**src/rtl/lsu.sv**
```systemverilog
// lsu: load/store unit FSM bridging decode to a valid/ready data bus; define LSU_MISALIGN_CHK_EN to abort misaligned word accesses
module lsu #(
  parameter int TIMEOUT_CYCLES = 255
) (
  input  logic        clk,
  input  logic        rst,
  input  logic        lsu_valid,
  output logic        lsu_ready,
  input  logic        mem_wen,
  input  logic [31:0] mem_addr,
  input  logic [3:0]  mem_wmask,
  input  logic        is_lbu,
  input  logic        is_sb,
  input  logic [31:0] rs2_data,
  input  logic [4:0]  rd_addr,
  output logic        dmem_req_valid,
  input  logic        dmem_req_ready,
  output logic        dmem_we,
  output logic [31:0] dmem_addr,
  output logic [31:0] dmem_wdata,
  output logic [3:0]  dmem_wmask,
  input  logic        dmem_rsp_valid,
  input  logic [31:0] dmem_rdata,
  output logic        lsu_done,
  output logic        lsu_wen,
  output logic [4:0]  lsu_rd,
  output logic [31:0] lsu_rdata,
  output logic        lsu_err,
  output logic        lsu_busy
);
  typedef enum logic [1:0] {IDLE, REQ, WAIT, DONE} state_t;
  state_t      state;
  logic [7:0]  cnt;
  logic [1:0]  bsel;
  logic        lbu_q;
  logic [4:0]  rd_q;
  logic        misalign;
  assign lsu_ready      = state == IDLE;
  assign lsu_busy       = state != IDLE;
  assign dmem_req_valid = state == REQ;
`ifdef LSU_MISALIGN_CHK_EN
  assign misalign = (mem_wen ? !is_sb : !is_lbu) && (mem_addr[1:0] != 2'b00);
`else
  assign misalign = 1'b0;
`endif
  // access sequencing: latch on accept, bus handshake, response or timeout, one-cycle completion
  always_ff @(posedge clk) begin
    if (rst) begin
      state      <= IDLE;
      cnt        <= '0;
      bsel       <= '0;
      lbu_q      <= 1'b0;
      rd_q       <= '0;
      dmem_we    <= 1'b0;
      dmem_addr  <= '0;
      dmem_wdata <= '0;
      dmem_wmask <= '0;
      lsu_done   <= 1'b0;
      lsu_wen    <= 1'b0;
      lsu_err    <= 1'b0;
      lsu_rd     <= '0;
      lsu_rdata  <= '0;
    end else begin
      lsu_done <= 1'b0;
      lsu_wen  <= 1'b0;
      lsu_err  <= 1'b0;
      case (state)
        IDLE: if (lsu_valid) begin
          dmem_we    <= mem_wen;
          dmem_addr  <= {mem_addr[31:2], 2'b00};
          dmem_wdata <= is_sb ? {4{rs2_data[7:0]}} : rs2_data;
          dmem_wmask <= mem_wen ? mem_wmask : 4'b0000;
          bsel       <= mem_addr[1:0];
          lbu_q      <= is_lbu;
          rd_q       <= rd_addr;
          if (misalign) begin
            state    <= DONE;
            lsu_done <= 1'b1;
            lsu_err  <= 1'b1;
            lsu_rd   <= rd_addr;
          end else begin
            state <= REQ;
          end
        end
        REQ: if (dmem_req_ready) begin
          state <= WAIT;
          cnt   <= '0;
        end
        WAIT: if (dmem_rsp_valid) begin
          state    <= DONE;
          lsu_done <= 1'b1;
          lsu_wen  <= !dmem_we;
          lsu_rd   <= rd_q;
          if (!dmem_we) lsu_rdata <= lbu_q ? {24'b0, dmem_rdata[{bsel, 3'b000} +: 8]} : dmem_rdata;
        end else if (cnt == 8'(TIMEOUT_CYCLES - 1)) begin
          state    <= DONE;
          lsu_done <= 1'b1;
          lsu_err  <= 1'b1;
          lsu_rd   <= rd_q;
        end else begin
          cnt <= cnt + 8'd1;
        end
        default: state <= IDLE;
      endcase
    end
  end
endmodule

```
**config.mk**
```make
export PLATFORM = sky130hd
export DESIGN_NAME = lsu
export DESIGN_NICKNAME = d
export VERILOG_FILES = /design/src/rtl/lsu.sv
export SDC_FILE = /design/constraint.sdc
export NUM_CORES = 1
export LEC_CHECK = 0
export CORE_UTILIZATION = 42
export CTS_CLUSTER_SIZE = 10
export DETAILED_ROUTE_END_ITERATION = 8
export PLACE_DENSITY = 0.83
export SYNTH_ARGS = -nofsm -noshare
export SYNTH_HDL_FRONTEND = slang
export SYNTH_SLANG_ARGS = --single-unit
export TNS_END_PERCENT = 100
```
**constraint.sdc**
```tcl
create_clock -name clk -period 1.9 [get_ports clk]
set_input_delay 0.475 -clock clk [delete_from_list [all_inputs] [get_ports clk]]
set_output_delay 0.475 -clock clk [all_outputs]
set_load 0.1 [all_outputs]
```
==> impl_metrics.py <==
metrics = {
    "status": {
        "status": "finished clean",
    },
    "timing": {
        "drv_slew": 0,
        "tightest_slew_ns": 0.7647,
        "skew_ns": 0.004793,
        "holdWs_ns": 0.4032,
        "hold_viol_final": 0,
        "relSlewSlack_pct": 49.02,
        "period_needed_ns": 1.828,
        "rsz0062_at_grt": "no",
        "period_share_pct": 96.20,
        "setup_violations": 0,
        "clock.fmax_mhz": 547.1,
    },
    "setup_path": {
        "worst-path-max-fanout": 5,
        "cp-end-kind": "output port",
        "critical_path_class": "register to output port",
        "critPathLaunchType": "register",
        "cp.required_ns": 1.42,
        "worstPathArrival_ns": 1.35,
    },
    "layout": {
        "utilization_pct": 79.11,
        "drive_above_1_share_pct": 21.84,
        "final_common_cell": "nand2_1",
        "fin_area_mm2": 0.009071,
        "final_nets": 913,
        "area_delta_synth_final_pct": 83.36,
        "diodes": 0,
        "stdcell_count": 949,
        "final_cell_mix": "130 x nand2_1, 124 x dfxtp_1, 115 x buf_12",
    },
    "route": {
        "route.detailed.drc": 0,
        "routed_wl_um": 17290,
        "wl_per_cell_um": 18.22,
        "drt_pre_antenna_iters": 6,
        "ant_nets": 0,
        "vias": 5166,
        "vias_per_cell": 5.444,
        "drtIter0Drc": 314,
    },
    "synthesis": {
        "ys.warnings.count": 0,
        "yosysSeqAreaShare_pct": 50.58,
        "synth_area_per_cell_um2": 8.649,
        "ys_ff_latch": 125,
        "synth_async_sr_flop_share_pct": 0,
        "synth-edff-count": 0,
        "netlist_area_mm2": 0.004947,
        "syn_inst": 572,
        "synth-main-ff-cell": "dfxtp_1",
        "yosysUniqueCellTypes": 49,
    },
    "floorplanning": {
        "ios": 225,
        "dieHeight_um": 110.5,
        "die-area_mm2": 0.01222,
        "core_mm2": 0.01147,
        "initial_utilization_pct": 43.14,
        "die_x_um": 110.5,
        "num_rows": 39,
    },
    "power": {
        "cellLeakagePower_nw": 3.594,
        "finalPower_mw": 13.20,
        "power.density_mw_per_mm2": 1455,
        "max-vdd-ir-drop_mv": 1.083,
    },
    "clock_tree": {
        "cts_buffers": 17,
        "cts.sinks": 125,
        "cts_resized": 0,
        "root_buffer": "clkbuf_16",
        "clk_path_buf_depth": 2,
        "clk_latency_ns": 0.42,
        "cts_tree": "done",
        "clk_pin_slew_worst_paths_ns": 0.05,
        "cts_htree_levels": 4,
        "hold_buffers": 0,
        "cts_setup_buffers": 0,
    },
    "global_route": {
        "grt_pass1_wl_um": 27150,
        "grt_overflow": 0,
        "grt_pass1_vias": 5347,
        "antenna_found_initial": 0,
        "grt_max_degree": 73,
        "grtUsageTotal_pct": 28.46,
    },
    "placed_design": {
        "gp_congestion": 0.8860,
        "post-dp-hpwl_um": 12360,
        "dpl.cell_count": 918,
        "postPlaceCellArea_mm2": 0.008507,
        "portBuffers": 222,
    },
    "hold_path": {
        "hp-class": "primary input to register",
    },
    "run": {
        "maxCapViolations": 0,
    },
}
-- where the power goes --
group,switching (mW),internal [mW]
clock network,1.11,1.91
registers,0.467,3.05
logic,4.27,2.40
total,5.84,7.36
-- flip-flops by register name, indices dropped and copies added, names as in the netlist, 2 cells and up --
register / flops
dmem_wmask: 4
bsel: 2
state: 2
lsu_rd: 5
dmem_wdata: 32
dmem_addr: 30
rd_q: 5
cnt: 8
lsu_rdata: 32
-- worst max-delay path, cell delays in order (launching register included) --
cell and delay, ns:
dfxtp_1 0.33, inv_1 0.11, ha_4 0.20, clkinvlp_4 0.12
buf_12 0.17
-- cell type report --
type	instances	area (um^2)
Inverter	9	37.54
Tap cell	143	178.9
Multi-Input combinational cell	396	2245
Clock inverter	8	65.06
Clock buffer	23	488.0
Fill cell	658	2396
Timing Repair Buffer	245	3553
Sequential cell	125	2504
-- Yosys cell counts (all sizes together) (2+ instances only) --
master	number	area [um^2]
a21oi	63	315.3
nor2	25	93.84
nand3	12	60.06
and2b	2	15.01
nand2b	6	37.54
dfxtp	125	2502
clkbuf	26	97.59
o2bb2ai	8	70.07
ha	6	75.07
mux2i	14	140.1
nand2	131	491.7
o22ai	22	137.6
o21a	2	15.01
a21o	9	67.56
buf	17	108.9
a22o	24	210.2
o2111ai	2	23.77
nor2b	22	137.6
o21ai	13	65.06
or4	2	15.01
or3	3	18.77
and2	3	18.77
inv	8	30.03
nor3	3	15.01
a31oi	5	31.28
-- metal layers --
metal	up-vias	GRT usage (%)	routed length [um]	part of all wire, %
li1	2422	-	-	-
met1	2397	27.94	6080	35
met2	299	51.43	9090	53
met3	48	12.62	1579	9.1
met4	0	12.18	536	3.1
met5	-	0	0	0
-- per-stage QoR --
stage / setup TNS (ns) / worst slack, ns
after floorplan: -0.003699 / -0.003699
after global placement: -1.314 / -0.04809
after detailed placement: -4.560 / -0.1717
after CTS: 0 / 0.01402
after global routing: 0 / 0.00003730
final: 0 / 0.07225
-- path summary, 6_finish.rpt --
check / from / endpoint / slack [ns] / depth (start not counted)
setup / recovery: state[1] / lsu_busy / 0.07 / 4
hold / removal: rst / cnt[2] / 0.40 / 2
setup reg to reg: cnt[0] / cnt[0] / 0.16 / 6
hold reg to reg: bsel[0] / bsel[0] / 0.45 / 2
-- logic make-up after synthesis --
family | Yosys count | share of synthesized area [%]
AO/OA/AOI/OAI | 156 | 20.23
adder cells (fa/ha/maj) | 6 | 1.517
multiplexers | 14 | 2.832
other | 1 | 0.07580
AND/OR/NAND/NOR | 218 | 19.90
buffers and inverters | 52 | 4.856
flip-flops | 125 | 50.58
(Power assumes the default switching activity.)
